[src/rtl/add_arbiter.sv]
// Round-robin arbiter that shares one registered adder among four requesters.
// It grants one requester, adds its operands, then holds the result until it is accepted.
module add_arbiter #(
  parameter int unsigned DATAWIDTH = 8
) (
  input  logic                   Clk,
  input  logic                   Rst,
  input  logic [3:0]             req,
  input  logic [4*DATAWIDTH-1:0] a_in,
  input  logic [4*DATAWIDTH-1:0] b_in,
  input  logic                   res_ready,
  output logic [3:0]             gnt,
  output logic [DATAWIDTH-1:0]   sum,
  output logic                   carry,
  output logic [1:0]             sum_id,
  output logic                   sum_valid,
  output logic                   busy
);

  typedef enum logic [1:0] {StIdle, StCalc, StDone} state_e;

  state_e                 state_q;
  logic [1:0]             ptr_q;
  logic [DATAWIDTH-1:0]   a_q, b_q;
  logic [DATAWIDTH-1:0]   a_arr [4];
  logic [DATAWIDTH-1:0]   b_arr [4];
  logic [1:0]             winner;
  logic [DATAWIDTH:0]     sum_full;

  always_comb begin
    for (int i = 0; i < 4; i++) begin
      a_arr[i] = a_in[i*DATAWIDTH +: DATAWIDTH];
      b_arr[i] = b_in[i*DATAWIDTH +: DATAWIDTH];
    end
  end

  // Scan from the farthest offset down so the set bit closest to ptr wins.
  always_comb begin
    winner = ptr_q;
    for (int k = 3; k >= 0; k--) begin
      if (req[ptr_q + 2'(k)]) winner = ptr_q + 2'(k);
    end
  end

  assign sum_full = {1'b0, a_q} + {1'b0, b_q};

  always_ff @(posedge Clk or posedge Rst) begin
    if (Rst) begin
      state_q   <= StIdle;
      ptr_q     <= '0;
      a_q       <= '0;
      b_q       <= '0;
      gnt       <= '0;
      sum       <= '0;
      carry     <= 1'b0;
      sum_id    <= '0;
      sum_valid <= 1'b0;
      busy      <= 1'b0;
    end else begin
      unique case (state_q)
        StIdle: begin
          if (|req) begin
            a_q     <= a_arr[winner];
            b_q     <= b_arr[winner];
            gnt     <= 4'b0001 << winner;
            sum_id  <= winner;
            ptr_q   <= winner + 2'd1;
            busy    <= 1'b1;
            state_q <= StCalc;
          end else begin
            gnt <= '0;
          end
        end
        StCalc: begin
          gnt          <= '0;
          {carry, sum} <= sum_full;
          sum_valid    <= 1'b1;
          state_q      <= StDone;
        end
        StDone: begin
          // sum, carry and sum_id keep their values after acceptance.
          if (res_ready) begin
            sum_valid <= 1'b0;
            busy      <= 1'b0;
            state_q   <= StIdle;
          end
        end
        default: state_q <= StIdle;
      endcase
    end
  end

endmodule

[config.mk]
export PLATFORM = sky130hd
export DESIGN_NAME = add_arbiter
export DESIGN_NICKNAME = d
export VERILOG_FILES = /design/src/rtl/add_arbiter.sv
export SDC_FILE = /design/constraint.sdc
export NUM_CORES = 1
export LEC_CHECK = 0
export ABC_AREA = 1
export BUFFER_PORTS_ARGS = -buffer_cell sky130_fd_sc_hd__buf_2
export CAP_MARGIN = 40
export CORE_MARGIN = 1
export CORE_UTILIZATION = 55
export CTS_CLUSTER_SIZE = 20
export DETAILED_ROUTE_END_ITERATION = 6
export HOLD_SLACK_MARGIN = 0.03
export PLACE_DENSITY = 0.86
export SYNTH_ARGS = -nofsm -noshare
export SYNTH_HDL_FRONTEND = slang
export SYNTH_SLANG_ARGS = --single-unit
export TNS_END_PERCENT = 20
[constraint.sdc]
create_clock -name Clk -period 3.3 [get_ports Clk]
set_clock_uncertainty 0.2 [all_clocks]
set_input_delay 0.33 -clock Clk [delete_from_list [all_inputs] [get_ports Clk]]
set_output_delay 0.33 -clock Clk [all_outputs]
set_load 0.005 [all_outputs]
Word level (Yosys, flattened, before mapping)
Index checks and enable logic that the tools add are counted.
{ "word_totals": {"reg_bits": 37, "latchBits": 0, "ramBits": 0, "rom_bits": 0, "input_bits": 71, "wordCells": 62, "n_memories": 0} }
{ "classes": {"n_addsub": 5, "mul": 0, "div": 0, "order_cmp": 5, "n_eq_ne": 4, "shift": 1, "n_mux": 27, "bitwise_logic": 1, "reduce_logical": 9} }
{ "ops": {"columns": ["op", "n"], "rows": [
  ["8-bit binary-select mux with 2-bit select", 2],
  ["8-bit 2-to-1 mux", 4],
  ["2-bit by 3-bit < comparator with 1-bit output, second input constant", 4],
  ["2-bit 2-to-1 mux", 6],
  ["8-bit by 8-bit adder with 9-bit output", 1],
  ["1-bit binary-select mux with 2-bit select", 4],
  ["4-bit case mux with 2 select lines", 1],
  ["1-bit 2-to-1 mux", 6],
  ["2-bit case mux with 3 select lines", 1],
  ["2-bit AND reduction", 3],
  ["2-bit nonzero test", 3],
  ["2-bit by 1-bit adder with 2-bit output, second input constant", 2],
  ["2-bit adder, second input constant", 2],
  ["4-bit 2-to-1 mux", 1],
  ["2-bit inequality test, second input constant", 2],
  ["1-bit case mux with 2 select lines", 2],
  ["4-bit OR reduction", 1],
  ["1-bit by 2-bit << shifter with 4-bit output, first input constant", 1],
  ["3-bit >= comparator, second input constant", 1],
  ["2-bit inverter with 3-bit output", 1],
  ["3-bit AND reduction", 1],
  ["2-bit by 1-bit == test with 1-bit output, second input constant", 1],
  ["2-bit == test, second input constant", 1],
  ["2-bit logical NOT", 1]
]} }

Logic depth before layout (Yosys ltp)
Gate-level depths: netlist of run 1.
{ "depth": {"ltp_word": 11, "mapped_depth": 17} }

Worst setup path before layout of run 1
Ideal clock, no wire load.
{ "synth_path": {"path_kind": "register -> register", "from": "reg a_q[0]", "to": "reg carry", "t_arrival_ns": 1.683, "required_time_ns": 2.974, "setup_slack_ns": 1.291, "stages_incl_launch_ff": 13, "path_buffers": 0, "period_less_slack_ns": 2.009, "cell_sequence": "dfrtp_1 > ha_1 > fa_1 > nand2_1 > nand2_1 > nand2_1 > nand2_1 > nand2_1 > nand2_1 > a21oi_1 > nor2_1 > o21ai_0 > a21oi_1"} }
{ "synth_between": {"elab_chain_len": 1} }
{ "synth_lines": {"columns": ["item", "line_no", "text"], "rows": [
  ["start, declared", "24", "logic [DATAWIDTH-1:0] a_q, b_q;"],
  ["start signal, assigned", "63", "a_q <= a_arr[winner];"],
  ["8-bit by 8-bit adder with 9-bit output", "45", "assign sum_full = {1'b0, a_q} + {1'b0, b_q};"],
  ["end signal, assigned", "76", "{carry, sum} <= sum_full;"],
  ["end, declared", "14", "output logic carry,"]
]} }
No other way between the ends.
A chain may end at the register's enable or synchronous reset.

Worst setup path in the final report of run 1
{ "layout_path": {"from": "reg ptr_q[0]", "to": "reg ptr_q[1]"} }
{ "layout_between": {"elab_chain_len": 8, "word_cells_on_any_way": 16, "cone_classes": "add/sub (4); mux (12)"} }
{ "layout_lines": {"columns": ["item", "line_no", "text"], "rows": [
  ["start, declared", "23", "logic [1:0] ptr_q;"],
  ["start signal, assigned", "67", "ptr_q <= winner + 2'd1;"],
  ["2-bit adder", "41", "if (req[ptr_q + 2'(k)]) winner = ptr_q + 2'(k);"],
  ["1-bit binary-select mux with 2-bit select", "41", null],
  ["1-bit 2-to-1 mux (implied by the code)", "41", null],
  ["2-bit 2-to-1 mux (3 in series)", "41", null],
  ["2-bit 2-to-1 mux *", "41", null],
  ["2-bit by 1-bit adder with 2-bit output *", "67", null]
]} }
Mark *: on every way between the ends. The rest lies on a longest branch, timed or not. The select of a mux whose other input is x is not followed.

==> impl_metrics.tcl, run 1 <==
set metrics [dict create \
    finalSetupTns_ns 0 \
    grt_max_degree 38 \
    swShare_pct 52.9 \
    relSlewSlack_pct 56.2 \
    path_class "register to register" \
    clock_latency_ns 0.29 \
    post-place-ws_ns 0.771 \
    p_clk_share_pct 8.9 \
    synth_fp_nets 504 \
    outcome "finished clean" \
    power_density_mw_per_mm2 1110 \
    yosysSeqAreaShare_pct 34.2 \
    synth.mux.area_fraction_pct 0 \
    yosysUniqueCellTypes 31 \
    synth_compound_area_share_pct 4.12 \
    fp.dieArea_mm2 0.00520 \
    avgSynthCellArea_um2 6.38 \
    wl_mm 6.51 \
    fin_ws_ns 0.673 \
    clkTransAtPathRegs_ns 0.07 \
    synth_simple_gate_area_share_pct 43.8 \
    die_w_um 72.1 \
    cp-end-kind "register" \
    synth-seq-cells 37 \
    dr.pass1.iters 4 \
    fillers 400 \
    total_power_mw 3.58 \
    final-seq-area_um2 926 \
    h-tree-depth 2 \
    p_switching_mw 1.89 \
    synthCells 424 \
    grt_usage_pct 26.7 \
    p_comb_share_pct 67.6 \
    antenna_left 0 \
    final_core_util_pct 68.2 \
    cts.sinks 37 \
    crit_arrival_ns 2.59 \
    cts_tree "built" \
    pin_count 88 \
    grt_overflow_total 0 \
    worstHoldPathType "input port to register" \
    worstPathMaxFanout 20 \
    row_count 25 \
    drc 0 \
    dieHeight_um 72.1 \
    clock_path_buffers 2 \
    nets 583 \
    finalMaxSlewViolations 0 \
    max_cap_violations 0 \
    first_global_vias 2611 \
    power_frac_seq_pct 23.5 \
    core-area_mm2 0.00472 \
    synth_area_mm2 0.00271 \
    wire_per_inst_um 11.4 \
    cp.required_ns 3.26 \
    layout-drive-gt1-share_pct 22.1 \
    ir_worst_vdd_mv 0.779 \
    synth_xor_area_share_pct 0.324 \
    p_int_mw 1.68 \
    start_kind "register" \
    area_growth_pct 19.1 \
    final-hold-violation-count 0 \
    tightest_slew_ns 0.656 \
    cts_root_buf "clkbuf_8" \
    period_share_pct 79.6 \
    antenna_found_initial 0 \
    start_util_pct 57.3 \
    drt_iter0_markers 166 \
    dp_hpwl_mm 4.89 \
    fmax_ghz 0.381 \
    synth_top_family_by_area "simple AND/OR/NAND/NOR gates" \
    setup_viol 0 \
    via_count 2898 \
    grt_setup_unrepaired "false" \
    grt_pass1_wl_mm 11.0 \
    multiInputGateArea_mm2 0.00143 \
    diodes 0 \
    routabilityCongestion 0.976 \
    synth_warnings 0 \
    port_buffers 87 \
    synth_fa_ha_area_share_pct 4.44 \
    p_leak_nw 1.99 \
    min_period_ns 2.63 \
    cts_buffers 5 \
    viasPerCell 5.08 \
]
per-stage QoR:
stage	std cells	hold slack, ns	cell area (µm²)
finish	570	0.107	3220
global route	570	0.142	3220
CTS	570	0.110	3220
detailed placement	562	0.253	3130
global placement	562	0.249	3130
floorplan	424	0.253	2710
sequential cells by signal, indices dropped and copies added, names as in the netlist:
| name | cells |
|---|---|
| a_q | 8 |
| b_q | 8 |
| busy | 1 |
| carry | 1 |
| gnt | 4 |
| ptr_q | 2 |
| state_q | 2 |
| sum | 8 |
| sum_id | 2 |
| sum_valid | 1 |
final cells by class:
| type | instances | share of cell area, % |
|---|---|---|
| Multi-Input combinational cell | 308 | 44.2 |
| Timing Repair Buffer | 92 | 14.8 |
| Inverter | 59 | 7.03 |
| Sequential cell | 37 | 28.7 |
| Tap cell | 67 | 2.60 |
| Clock buffer | 7 | 2.68 |
path summary, 6_finish.rpt:
path / start / slack [ns] / cells after the start / end
setup reg to reg: ptr_q[0] / 0.67 / 10 / ptr_q[1]
min in group asynchronous: Rst / 0.49 / 4 / gnt[3]
setup / recovery: ptr_q[0] / 0.67 / 10 / ptr_q[1]
max in group asynchronous: Rst / 2.09 / 4 / a_q[6]
hold reg to reg: sum[0] / 0.27 / 2 / sum[0]
hold / removal: res_ready / 0.11 / 4 / state_q[1]
what timing repair did:
item | 4_1_cts | 5_1_grt
resized for setup | 0 | 0
buffers inserted | 0 | 0
hold buffers | 1 | 0
endpoints found under the hold margin | 37 | 0
power by group through the flow:
stage          registers (mW)  clock network, mW  logic (mW)
6_report                0.841              0.319        2.42
5_1_grt                 0.868              0.341        2.77
4_1_cts                 0.840              0.323        2.40
3_5_place_dp            0.842                  0        2.38
3_3_place_gp            0.832                  0        2.30
2_1_floorplan           0.795                  0        2.02
cells by family after synthesis:
logic type               Yosys count
adder cells (fa/ha/maj)            9
buffers and inverters             79
XOR/XNOR                           1
flip-flops                        37
AO/OA/AOI/OAI                     19
AND/OR/NAND/NOR                  279
critical path, cell delays in order, from the launching register on:
cell      delay (ns)
dfrtp_1         0.63
inv_6           0.08
nand2_1         0.09
and2_1          0.15
nand2_1         0.07
a31oi_1         0.17
nand2_2         0.24
inv_1           0.51
nor2_1          0.13
nand2_1         0.11
o211ai_1        0.11
layout by cell type (no fill, tap or decap):
cell           count
a21oi_1            6
a31oi_1            2
and2_1             1
buf_2             87
buf_4              4
clkbuf_1           1
clkbuf_8           6
clkinv_1           1
dfrtp_1           37
dlygate4sd3_1      1
fa_1               1
ha_1               8
inv_1             55
inv_2              2
inv_6              1
nand2_1          177
nand2_2            6
nand3_1           70
nand3_2            2
nand3b_1           1
nand4_1            1
nor2_1            17
nor2_4             1
nor3_1             1
nor4_1             1
o211ai_1           1
o21ai_0            6
o21ai_1            2
o311ai_0           1
o31ai_2            1
or2_2              1
xnor2_1            1
per-layer routing:
layer  part of all wire, %  vias up  track usage, %
met2                    49      116            46.1
met5                     0        -               0
li1                      -     1469               -
met1                    44     1303            34.5
met4                   1.5        0            7.84
met3                   5.7       10            4.44
cell usage after synthesis (all sizes together):
master | instances | share of area (%)
ha | 8 | 3.7
and2 | 1 | 0.23
nand4 | 1 | 0.23
buf | 17 | 4.3
nor3 | 1 | 0.18
nor2 | 18 | 2.8
xnor2 | 1 | 0.32
o21ai | 8 | 1.5
a31oi | 2 | 0.46
nand3 | 72 | 14
fa | 1 | 0.74
clkinv | 1 | 0.14
o31ai | 1 | 0.46
dfrtp | 37 | 34
clkbuf | 3 | 0.42
o211ai | 1 | 0.28
o311ai | 1 | 0.32
or2 | 1 | 0.23
a21oi | 6 | 1.1
nand3b | 1 | 0.28
inv | 58 | 8.2
nand2 | 183 | 26
nor4 | 1 | 0.23
(Power assumes the default switching activity.)
==> inputs of run 2 (changes only) <==
--- a/config.mk
+++ b/config.mk
@@ -9,11 +9,11 @@
 export BUFFER_PORTS_ARGS = -buffer_cell sky130_fd_sc_hd__buf_2
 export CAP_MARGIN = 40
 export CORE_MARGIN = 1
-export CORE_UTILIZATION = 55
+export CORE_UTILIZATION = 46
 export CTS_CLUSTER_SIZE = 20
 export DETAILED_ROUTE_END_ITERATION = 6
 export HOLD_SLACK_MARGIN = 0.03
-export PLACE_DENSITY = 0.86
+export PLACE_DENSITY = 0.76
 export SYNTH_ARGS = -nofsm -noshare
 export SYNTH_HDL_FRONTEND = slang
 export SYNTH_SLANG_ARGS = --single-unit
==> constraint.sdc (replaced) <==
create_clock -name Clk -period 2.2 [get_ports Clk]
set_clock_uncertainty 0.2 [all_clocks]
set_input_delay 0.22 -clock Clk [delete_from_list [all_inputs] [get_ports Clk]]
set_output_delay 0.22 -clock Clk [all_outputs]
set_load 0.005 [all_outputs]
==> run 2 against run 1 <==
Maximum frequency is 22% higher. Critical path depth is 6 higher. Total power grew 78%. Clock power up 48%. Critical path type unchanged.
==> impl_metrics.tcl, run 2 (synthesis results as in run 1) <==
set metrics [dict create \
    antenna_found_initial 0 \
    period_share_pct 97.6 \
    start_kind "register" \
    dr.pass1.iters 4 \
    min_period_ns 2.15 \
    port_buffers 87 \
    tightest_slew_ns 0.467 \
    grt_max_degree 38 \
    cp-end-kind "register" \
    r2r_end "b_q[2]" \
    fillers 506 \
    r2r_setup_slack_ns 0.05 \
    p_leak_nw 2.14 \
    setup_viol 0 \
    dieHeight_um 78.7 \
    pin_count 88 \
    drc 0 \
    ir_worst_vdd_mv 0.931 \
    nets 600 \
    die_w_um 78.7 \
    startpoint "ptr_q[0]" \
    min_from "a_in[18]" \
    clkTransAtPathRegs_ns 0.07 \
    r2r-start "ptr_q[0]" \
    drt_iter0_markers 139 \
    grt_pass1_wl_mm 11.0 \
    power_density_mw_per_mm2 1770 \
    dp_hpwl_mm 4.89 \
    core-area_mm2 0.00557 \
    cp-endpoint "b_q[2]" \
    h-tree-depth 2 \
    via_count 2902 \
    worstPathMaxFanout 14 \
    finalMaxSlewViolations 0 \
    final_common_cell "nand2_1" \
    final_core_util_pct 64.4 \
    start_util_pct 48.5 \
    post-place-ws_ns 0.0404 \
    diodes 0 \
    crit_arrival_ns 2.13 \
    grt_usage_pct 22.2 \
    antenna_left 0 \
    routabilityCongestion 0.879 \
    wire_per_inst_um 11.8 \
    top_regs "a_q (8), b_q (8), sum (8)" \
    fmax_ghz 0.466 \
    first_global_vias 2623 \
    outcome "finished clean" \
    total_power_mw 6.37 \
    cts_tree "built" \
    clock_path_buffers 2 \
    cts_buffers 5 \
    grt_overflow_total 0 \
    max_cap_violations 0 \
    path_class "register to register" \
    final-hold-violation-count 0 \
    fin_ws_ns 0.0534 \
    cts_root_buf "clkbuf_8" \
    finalSetupTns_ns 0 \
    final-seq-area_um2 927 \
    area_growth_pct 32.7 \
    viasPerCell 4.90 \
    layout-drive-gt1-share_pct 29.0 \
    wl_mm 6.98 \
    relSlewSlack_pct 68.5 \
    multiInputGateArea_mm2 0.00154 \
    worstHoldPathType "input port to register" \
    row_count 27 \
    final_cell_mix "163 x nand2_1, 87 x buf_2, 68 x nand3_1" \
    fp.dieArea_mm2 0.00619 \
    rr_worst_depth 16 \
    clock_latency_ns 0.28 \
    cts.sinks 37 \
    cp.required_ns 2.18 \
]
[run 2: cell count changes in the layout (fill, tap and decap cells not counted), sizes merged]
cell,before,now
dlygate4sd3,1,2
clkinv,1,2
inv,58,57
buf,91,104
clkbuf,7,10
[run 2: layer usage]
layer | GRT usage [%] | part of all wire, % | wire length, µm
met5 | 0 | 0 | 0
met4 | 7.04 | 1.0 | 70
met3 | 3.37 | 5.7 | 399
met2 | 37.6 | 48 | 3360
met1 | 28.8 | 45 | 3150
[run 2: repair_timing]
action                     CTS  global route
hold buffers                 2             0
hold endpoints to repair    38             0
resized for setup            0            42
buffers inserted             0             4
setup endpoints to repair    0            25
[run 2: cell type report]
class	instances	share of cell area [%]
Inverter	59	6.52
Sequential cell	37	25.8
Clock buffer	7	2.40
Timing Repair Buffer	109	19.8
Tap cell	72	2.51
Multi-Input combinational cell	308	42.9
[run 2: critical path: stages (launching register included)]
cell and delay, ns:
dfrtp_2 0.43, buf_12 0.15, clkinv_8 0.05, nand2_1 0.08, nand3_2 0.09, nand2_1 0.06, inv_1 0.07, nand2_2 0.07
nand2_4 0.11, nand2_4 0.09, nand2_8 0.12, clkbuf_16 0.17, nand3_1 0.07, nand3_1 0.08, nand2_1 0.07, nand2_1 0.07
nand2_1 0.05
[run 2: power breakdown]
part / total, mW / switching (mW) / internal, mW
clock network: 0.472 / 0.224 / 0.248
registers: 1.23 / 0.212 / 1.02
logic: 4.67 / 2.74 / 1.92
[run 2: worst min-delay path by stage]
stage	to	slack [ns]	depth (start not counted)
after floorplan	state_q[1]	0.18	3
after global placement	sum_valid	0.15	3
after detailed placement	state_q[1]	0.15	3
after CTS	a_q[2]	0.06	5
after global routing	a_q[2]	0.12	5
final	a_q[2]	0.06	5
[run 2: per-stage QoR]
| step | cell area [µm²] | hold WS, ns | std cells |
|---|---|---|---|
| after floorplan | 2710 | 0.185 | 424 |
| final | 3590 | 0.0649 | 592 |
| after global routing | 3590 | 0.116 | 592 |
| after CTS | 3330 | 0.0644 | 585 |
| after global placement | 3230 | 0.146 | 576 |
| after detailed placement | 3230 | 0.151 | 576 |
